--- config.mk ---
export PLATFORM = sky130hd
export DESIGN_NAME = dram_read_arbiter
export DESIGN_NICKNAME = d
export VERILOG_FILES = /design/src/rtl/dram_read_arbiter.sv
export SDC_FILE = /design/constraint.sdc
export NUM_CORES = 1
export LEC_CHECK = 0
export ABC_AREA = 1
export CAP_MARGIN = 10
export CORE_AREA = 2 2 463 465
export CTS_CLUSTER_SIZE = 14
export DETAILED_ROUTE_END_ITERATION = 10
export DIE_AREA = 0 0 465 467
export GPL_TIMING_DRIVEN = 0
export HOLD_SLACK_MARGIN = 0.12
export PLACE_DENSITY_LB_ADDON = 0.2
export SLEW_MARGIN = 20
export SYNTH_ARGS = -nofsm -noshare
export SYNTH_HDL_FRONTEND = slang
export SYNTH_SLANG_ARGS = --single-unit
--- constraint.sdc ---
create_clock -name clk_pixel -period 1.26 [get_ports clk_pixel]
set_input_delay 0.126 -clock clk_pixel [delete_from_list [all_inputs] [get_ports clk_pixel]]
set_output_delay 0.126 -clock clk_pixel [all_outputs]
set_load 0.005 [all_outputs]
--- src/rtl/dram_read_arbiter.sv ---
`default_nettype none
// ============================================================================
// dram_read_arbiter: round-robin share of one DRAM read port by two requesters,
// one transaction in flight. Optional macro: DRAM_ARB_TIMEOUT_EN (DATA watchdog).
// Revision: 1.0
// ============================================================================
module dram_read_arbiter #(
  parameter int DRAM_ADDR_WIDTH = 39,
  parameter int DRAM_DATA_WIDTH = 512,
  parameter int TIMEOUT_CYCLES  = 4096
) (
  input  logic                       clk_pixel,
  input  logic                       dram_arbiter_reset,
  input  logic [DRAM_ADDR_WIDTH-1:0] req0_read_addr,
  input  logic [7:0]                 req0_read_len,
  input  logic                       req0_read_en,
  output logic                       req0_read_busy,
  output logic                       req0_read_data_valid,
  input  logic [DRAM_ADDR_WIDTH-1:0] req1_read_addr,
  input  logic [7:0]                 req1_read_len,
  input  logic                       req1_read_en,
  output logic                       req1_read_busy,
  output logic                       req1_read_data_valid,
  output logic [DRAM_DATA_WIDTH-1:0] arb_read_data,
  output logic [DRAM_ADDR_WIDTH-1:0] dram_read_addr,
  output logic [7:0]                 dram_read_len,
  output logic                       dram_read_en,
  input  logic [DRAM_DATA_WIDTH-1:0] dram_read_data,
  input  logic                       dram_read_data_valid,
  input  logic                       dram_read_busy,
  output logic [1:0]                 arb_error
);

  localparam logic [1:0] ST_IDLE  = 2'd0;
  localparam logic [1:0] ST_ISSUE = 2'd1;
  localparam logic [1:0] ST_DATA  = 2'd2;

  // The watchdog counter is 13 bits, so the limit has to fit in it.
  if (TIMEOUT_CYCLES < 1 || TIMEOUT_CYCLES > 8192) begin : g_timeout_range_check
    $error("dram_read_arbiter: TIMEOUT_CYCLES out of range");
  end

  logic [1:0]                 state_q, state_d;
  logic                       owner_q, owner_d;
  logic                       last_grant_q, last_grant_d;
  logic [7:0]                 beat_cnt_q, beat_cnt_d;
  logic                       pending0_q, pending0_d;
  logic                       pending1_q, pending1_d;
  logic [DRAM_ADDR_WIDTH-1:0] addr0_q, addr0_d;
  logic [DRAM_ADDR_WIDTH-1:0] addr1_q, addr1_d;
  logic [7:0]                 len0_q, len0_d;
  logic [7:0]                 len1_q, len1_d;
  logic [1:0]                 err_q, err_d;

  logic own0, own1;
  logic accept0, accept1;
  logic overflow;
  logic stray;
  logic grant_valid;
  logic grant_sel;
  logic timeout_hit;

  assign own0 = (state_q != ST_IDLE) && !owner_q;
  assign own1 = (state_q != ST_IDLE) &&  owner_q;

  assign accept0  = req0_read_en && !pending0_q && !own0;
  assign accept1  = req1_read_en && !pending1_q && !own1;
  assign overflow = (req0_read_en && (pending0_q || own0)) ||
                    (req1_read_en && (pending1_q || own1));
  assign stray    = dram_read_data_valid && (state_q != ST_DATA);

  // On a tie, the requester that did not win last time goes first.
  assign grant_valid = (state_q == ST_IDLE) && (pending0_q || pending1_q) && !dram_read_busy;
  assign grant_sel   = (pending0_q && pending1_q) ? !last_grant_q : pending1_q;

`ifdef DRAM_ARB_TIMEOUT_EN
  localparam logic [12:0] TIMEOUT_LIMIT = 13'(TIMEOUT_CYCLES - 1);

  logic [12:0] idle_cnt_q, idle_cnt_d;

  always_comb begin
    idle_cnt_d  = '0;
    timeout_hit = 1'b0;
    if (state_q == ST_DATA && !dram_read_data_valid) begin
      if (idle_cnt_q == TIMEOUT_LIMIT) begin
        timeout_hit = 1'b1;
      end else begin
        idle_cnt_d = idle_cnt_q + 13'd1;
      end
    end
  end

  always_ff @(posedge clk_pixel) begin
    if (dram_arbiter_reset) begin
      idle_cnt_q <= '0;
    end else begin
      idle_cnt_q <= idle_cnt_d;
    end
  end
`else
  assign timeout_hit = 1'b0;
`endif

  always_comb begin
    state_d      = state_q;
    owner_d      = owner_q;
    last_grant_d = last_grant_q;
    beat_cnt_d   = beat_cnt_q;
    pending0_d   = pending0_q;
    pending1_d   = pending1_q;
    addr0_d      = addr0_q;
    addr1_d      = addr1_q;
    len0_d       = len0_q;
    len1_d       = len1_q;
    err_d        = err_q;

    case (state_q)
      ST_IDLE: begin
        if (grant_valid) begin
          state_d      = ST_ISSUE;
          owner_d      = grant_sel;
          last_grant_d = grant_sel;
          beat_cnt_d   = grant_sel ? len1_q : len0_q;
        end
      end
      ST_ISSUE: begin
        state_d = ST_DATA;
      end
      ST_DATA: begin
        if (dram_read_data_valid) begin
          if (beat_cnt_q == 8'd0) begin
            state_d = ST_IDLE;
          end else begin
            beat_cnt_d = beat_cnt_q - 8'd1;
          end
        end
      end
      default: begin
        state_d = ST_IDLE;
      end
    endcase

    if (timeout_hit) begin
      state_d = ST_IDLE;
    end

    if (grant_valid && !grant_sel) pending0_d = 1'b0;
    if (grant_valid &&  grant_sel) pending1_d = 1'b0;

    // A grant only clears a set pending bit and capture only sets a clear one,
    // so a capture alongside the other requester's grant is never lost.
    if (accept0) begin
      pending0_d = 1'b1;
      addr0_d    = req0_read_addr;
      len0_d     = req0_read_len;
    end
    if (accept1) begin
      pending1_d = 1'b1;
      addr1_d    = req1_read_addr;
      len1_d     = req1_read_len;
    end

    if (overflow)              err_d[0] = 1'b1;
    if (stray || timeout_hit)  err_d[1] = 1'b1;
  end

  always_ff @(posedge clk_pixel) begin
    if (dram_arbiter_reset) begin
      state_q      <= ST_IDLE;
      owner_q      <= 1'b0;
      last_grant_q <= 1'b1;
      beat_cnt_q   <= '0;
      pending0_q   <= 1'b0;
      pending1_q   <= 1'b0;
      addr0_q      <= '0;
      addr1_q      <= '0;
      len0_q       <= '0;
      len1_q       <= '0;
      err_q        <= '0;
    end else begin
      state_q      <= state_d;
      owner_q      <= owner_d;
      last_grant_q <= last_grant_d;
      beat_cnt_q   <= beat_cnt_d;
      pending0_q   <= pending0_d;
      pending1_q   <= pending1_d;
      addr0_q      <= addr0_d;
      addr1_q      <= addr1_d;
      len0_q       <= len0_d;
      len1_q       <= len1_d;
      err_q        <= err_d;
    end
  end

  assign dram_read_en   = (state_q == ST_ISSUE);
  assign dram_read_addr = dram_read_en ? (owner_q ? addr1_q : addr0_q) : '0;
  assign dram_read_len  = dram_read_en ? (owner_q ? len1_q : len0_q) : '0;

  assign arb_read_data        = dram_read_data;
  assign req0_read_data_valid = dram_read_data_valid && (state_q == ST_DATA) && !owner_q;
  assign req1_read_data_valid = dram_read_data_valid && (state_q == ST_DATA) &&  owner_q;

  assign req0_read_busy = pending0_q || own0;
  assign req1_read_busy = pending1_q || own1;
  assign arb_error      = err_q;

endmodule
`default_nettype wire
-- Yosys cells after proc, flatten, opt, wreduce, memory -nomap -nowiden
Cells that the tools add are included.
- logic and storage cells: 76
- register bits after elaboration: 110
- output and inout bits: 566
- bits of input ports: 612
- $add $sub $neg: 1
- eq/ne operators: 7
- mux-type cells: 18
- reductions and logical operators: 38
- operator list (cell ; number):
    $mux 39 ; 2
    $mux 8 ; 6
    $logic_and 1x1->1 ; 17
    $pmux 8 s2 ; 1
    $ne 2x2->1 const B ; 5
    $logic_not 1->1 ; 8
    $logic_not 8->1 ; 1
    $reduce_bool 2->1 ; 4
    $sub 8x1->8 const B ; 1
    $mux 2 ; 3
    $pmux 2 s3 ; 1
    $mux 1 ; 5
    $logic_or 1x1->1 ; 4
    $reduce_and 4->1 ; 1
    $reduce_and 3->1 ; 1
    $eq 2x1->1 const B ; 1
    $eq 2x2->1 const B ; 1
    $logic_not 2->1 ; 1
    $reduce_and 2->1 ; 1

-- Longest topological paths before layout
Gate-level depths: netlist (run 1).
- depth after elaboration: 6
- depth in mapped cells: 10
- gate-level depth less buffers: 10

-- Least setup slack after synthesis (run 1)
Ideal clock, no wire load.
- path type: register to register
- from: reg beat_cnt_q[0]
- to: reg beat_cnt_q[7]
- required time: 1148 ps
- arrival: 1190 ps
- slack: -42 ps
- stages on the path, launching flop included: 10
- period minus slack after synthesis: 1302 ps
- library setup time: 112 ps
- buffers on the path: 0
- path through: dfxtp_1 -> inv_1 -> ha_1 -> nand2_1 -> o21ai_2 -> nand2_1 -> nand2_2 -> nand2_1 -> nand2_1 -> nor2_1
- cells in the longest elaborated chain, start to end: 4
- elaborated cells on any way between the ends: 7
- classes of those cells: add/sub (1); eq/ne (1); mux (3); reduce/logical (2)
- RTL lines (element ; RTL line ; text):
    from (decl) ; 46 ; logic [7:0] beat_cnt_q, beat_cnt_d;
    from (signal assigned) ; 184 ; beat_cnt_q <= beat_cnt_d;
    $sub 8x1->8 ; 134 ; beat_cnt_d = beat_cnt_q - 8'd1;
    $mux 8 ; 131 ; if (beat_cnt_q == 8'd0) begin
    $mux 8 ; 130 ; if (dram_read_data_valid) begin
    $pmux 8 s2 ; 117 ; case (state_q)
Parallel ways exist; a longest one is shown, timed or not. The select of a mux whose other input is x is not followed.
A chain may end at the register's enable or synchronous reset.

-- Worst setup path after layout (run 1)
- from: reg state_q[1]
- to: out dram_read_addr[4]
- cells in the longest elaborated chain, start to end: 2
- RTL lines (element ; RTL line ; text):
    from (decl) ; 43 ; logic [1:0] state_q, state_d;
    from (signal assigned) ; 181 ; state_q <= state_d;
    $eq 2x1->1 ; 195 ; assign dram_read_en = (state_q == ST_ISSUE);
    $mux 39 ; 196 ; assign dram_read_addr = dram_read_en ? (owner_q ? addr1_q : addr0_q) : '0;
    to (decl) ; 25 ; output logic [DRAM_ADDR_WIDTH-1:0] dram_read_addr,
Every way passes these cells.

==> load_flow_metrics.sql, run 1 <==
INSERT INTO impl_metrics (metric_group, metric, value, unit) VALUES
('drt', 'initialDrtViolationCount', '237', ''),
('cells_and_area', 'post_route_cells_drive_above_1_share', '44.1', '%'),
('timing', 'timing_max_transition_violations_final', '0', ''),
('yosys', 'synth-seq-cells', '110', ''),
('timing', 'worst_slew_pin_slew', '1.09', 'ns'),
('cts', 'worst_skew_pair.late_latency', '0.39', 'ns'),
('yosys', 'synth_top_area_share', '44.7', '%'),
('cts', 'tritoncts.num_buffers', '9', ''),
('critical_path', 'crit-reg2reg-launch', 'state_q[0]$_SDFFE_PP0P_', ''),
('place', 'port_buffers', '664', ''),
('critical_path', 'setup.worst_path.start', 'state_q[1]$_SDFFE_PP0P_', ''),
('pwr', 'ir_drop', '0.000658', 'V'),
('place', 'place_hpwl', '92700', 'µm'),
('timing', 'setup_clock_skew_after_layout', '0.0145', 'ns'),
('floorplanning', 'core-area', '212000', 'µm²'),
('cts', 'cts_max_path_buffers', '2', ''),
('cts', 'ctsHtreeMaxLevel', '3', ''),
('hold_path', 'hold_path_class', 'in2reg', ''),
('critical_path', 'cp.required', '1.13', 'ns'),
('hold_path', 'timing.hold.worst.start', 'dram_arbiter_reset', ''),
('yosys', 'synth_edf_count', '0', ''),
('yosys', 'ys.flop_type', 'sky130_fd_sc_hd__dfxtp_1', ''),
('cts', 'worst_setup_hold_path_clk_slew', '0.09', 'ns'),
('yosys', 'synth.yosys.warnings', '0', ''),
('drt', 'drtPass1Iterations', '4', ''),
('drt', 'post-route-drc-count', '0', ''),
('grt', 'largest_net_degree_at_the_start_of_global_routing', '23', ''),
('timing', 'period_needed', '1.74', 'ns'),
('timing', 'fmax', '573', 'MHz'),
('critical_path', 'worst_setup_path_end_kind', 'output pin', ''),
('yosys', 'syn-instance-count', '1235', ''),
('grt', 'grt_pass1_vias', '10774', ''),
('yosys', 'synthesis.area_per_instance', '7.09', 'µm²'),
('cts', 'clock_sink_count', '110', ''),
('run_status', 'failed_checks', 'setup timing', ''),
('yosys', 'ys_top_cells_by_area', 'sky130_fd_sc_hd__buf_4 (45%), sky130_fd_sc_hd__dfxtp_1 (25%), sky130_fd_sc_hd__nor2_1 (7.8%), sky130_fd_sc_hd__nand2_1 (5.7%), sky130_fd_sc_hd__o21ai_1 (4.9%)', ''),
('grt', 'gr-usage-all-layers', '8.61', '%'),
('grt', 'grt-ovfl-total', '0', ''),
('pwr', 'power-per-cell-area', '682', 'nW/µm²'),
('drt', 'route.detailed.vias_per_inst', '2.18', ''),
('critical_path', 'regToRegSetupSlack', '-0.36', 'ns'),
('timing', 'hold-worst-slack', '0.340', 'ns'),
('drt', 'wire_per_inst', '20.9', 'µm'),
('critical_path', 'r2r.worst_path.cells', '10', ''),
('hold_path', 'min_to', 'len0_q[7]$_SDFFE_PP0P_', ''),
('cts', 'tritoncts_clock_tree', 'built', ''),
('floorplanning', 'initial_utilization', '4.14', '%'),
('timing', 'finalSetupViolCount', '160', ''),
('pwr', 'power', '14.5', 'mW'),
('job', 'max_cap_violations', '0', ''),
('timing', 'layout_setup_ws', '-0.485', 'ns'),
('cells_and_area', 'areaGrowthSynthToFinish', '143', '%'),
('cells_and_area', 'final_stage_net_count', '2563', ''),
('drt', 'routed-via-count', '10448', ''),
('drt', 'antenna_left', '0', ''),
('place', 'place.gp.congestion', '0.836', ''),
('grt', 'grt_first_pass_wirelength', '119000', 'µm'),
('drt', 'sum_of_routed_wire_length_over_all_layers', '100000', 'µm'),
('yosys', 'async_flop_share', '0', '%'),
('floorplanning', 'rows', '169', ''),
('cts', 'cell_at_the_root_of_the_clock_tree', 'sky130_fd_sc_hd__clkbuf_16', ''),
('timing', 'max_slew_margin', '27.1', '%'),
('run_status', 'run_status', 'finished with violations', ''),
('critical_path', 'worstReg2RegEnd', 'addr1_q[26]$_SDFFE_PP0P_', ''),
('floorplanning', 'dieArea', '217000', 'µm²'),
('yosys', 'netlist_top_cells_count', 'sky130_fd_sc_hd__buf_4 (521), sky130_fd_sc_hd__nor2_1 (182), sky130_fd_sc_hd__nand2_1 (132)', ''),
('floorplanning', 'die_height', '467', 'µm'),
('yosys', 'ys_seq_area_share', '25.2', '%'),
('timing', 'final.period_utilization', '138', '%'),
('critical_path', 'critPathKind', 'reg2out', ''),
('yosys', 'syn_area', '8760', 'µm²');
where the power goes:
group | switching [mW] | internal (mW) | total [mW] | leakage (nW)
clock | 1.69 | 1.43 | 3.12 | 0.148
combinational | 3.19 | 4.08 | 7.27 | 6.93
sequential | 0.231 | 3.86 | 4.09 | 0.913
stage by stage:
step,setup TNS [ns],area (µm²),cells,setup slack [ns]
2_1_floorplan,0,8760,1235,0.00847
3_3_place_gp,-93.64,18900,4720,-1.62
3_5_place_dp,-94.31,18900,4720,-1.60
4_1_cts,-51.64,20400,4763,-0.536
5_1_grt,-66.95,21200,4781,-0.559
6_report,-53.56,21200,4788,-0.485
registers in the layout (all words and copies together) (netlist names):
register	flops
owner_q	1
addr0_q	39
len1_q	8
beat_cnt_q	8
pending0_q	1
last_grant_q	1
pending1_q	1
state_q	2
addr1_q	39
arb_error	2
len0_q	8
per-layer routing:
metal | vias to the layer above | GRT usage [%] | wire (µm)
met5 | - | 0 | 270
met4 | 42 | 1.97 | 2750
met3 | 180 | 4.68 | 12500
met2 | 814 | 15.1 | 49000
met1 | 4613 | 8.92 | 35700
li1 | 4799 | - | -
cell type report:
type,instances,area [µm²]
Timing Repair Buffer,703,7200
Buffer,559,4430
Antenna cell,13,32.5
Clock inverter,7,87.6
Sequential cell,110,2210
Fill cell,24555,190000
Clock buffer,9,225
Tap cell,2821,3530
Inverter,37,166
Multi-Input combinational cell,529,3360
how the worst max path moves through the flow:
| stage | to | slack (ns) | cells after the start |
|---|---|---|---|
| global route | dram_read_addr[12] | -0.56 | 5 |
| finish | dram_read_addr[4] | -0.48 | 5 |
| floorplan | beat_cnt_q[7]$_SDFFE_PP0P_ | 0.008 | 8 |
| global placement | dram_read_addr[22] | -1.62 | 6 |
| detailed placement | dram_read_addr[22] | -1.60 | 6 |
| CTS | dram_read_addr[25] | -0.54 | 6 |
critical path, cell delays in order (launching register included):
cell and delay, ns:
sky130_fd_sc_hd__dfxtp_2 0.37, sky130_fd_sc_hd__nor2_4 0.21, sky130_fd_sc_hd__inv_4 0.09, sky130_fd_sc_hd__clkbuf_16 0.20, sky130_fd_sc_hd__a21oi_2 0.14, sky130_fd_sc_hd__clkdlybuf4s15_2 0.22
layout by cell type, fill, tap and decap left out, drive strengths merged, types with 2 or more instances in the layout:
master           n
buf            623
clkdlybuf4s50  610
nor2           184
nand2          134
o21ai          113
dfxtp          110
a21oi           73
inv             38
clkbuf          34
nand3           15
diode           13
clkinv           5
nor3             2
xor2             2
ha               2
dlygate4sd3      2
clkdlybuf4s15    2
kinds of logic after synthesis:
kind of cell	Yosys count	share of synthesized area (%)
buffers and inverters	597	48.5
flip-flops	110	25.2
XOR/XNOR	3	0.300
adder cells (fa/ha/maj)	2	0.286
AO/OA/AOI/OAI	188	10.9
AND/OR/NAND/NOR	335	14.9
repair_timing:
item / in CTS / in global routing
pin swaps: 13 / 28
setup endpoints to repair: 160 / 161
buffers inserted: 18 / 9
hold buffers: 2 / 0
endpoints found under the hold margin: 6 / 0
resized for setup: 533 / 177
gates cloned: 7 / 6
No activity file was read; power rests on OpenSTA's default activity.
==> run 2: changes to the inputs <==
--- a/config.mk
+++ b/config.mk
@@ -6,7 +6,7 @@
 export NUM_CORES = 1
 export LEC_CHECK = 0
 export ABC_AREA = 1
-export CAP_MARGIN = 10
+export CAP_MARGIN = 20
 export CORE_AREA = 2 2 463 465
 export CTS_CLUSTER_SIZE = 14
 export DETAILED_ROUTE_END_ITERATION = 10
==> results of run 2 <==
The final DEF is identical to that of run 1; final timing and power are the same.
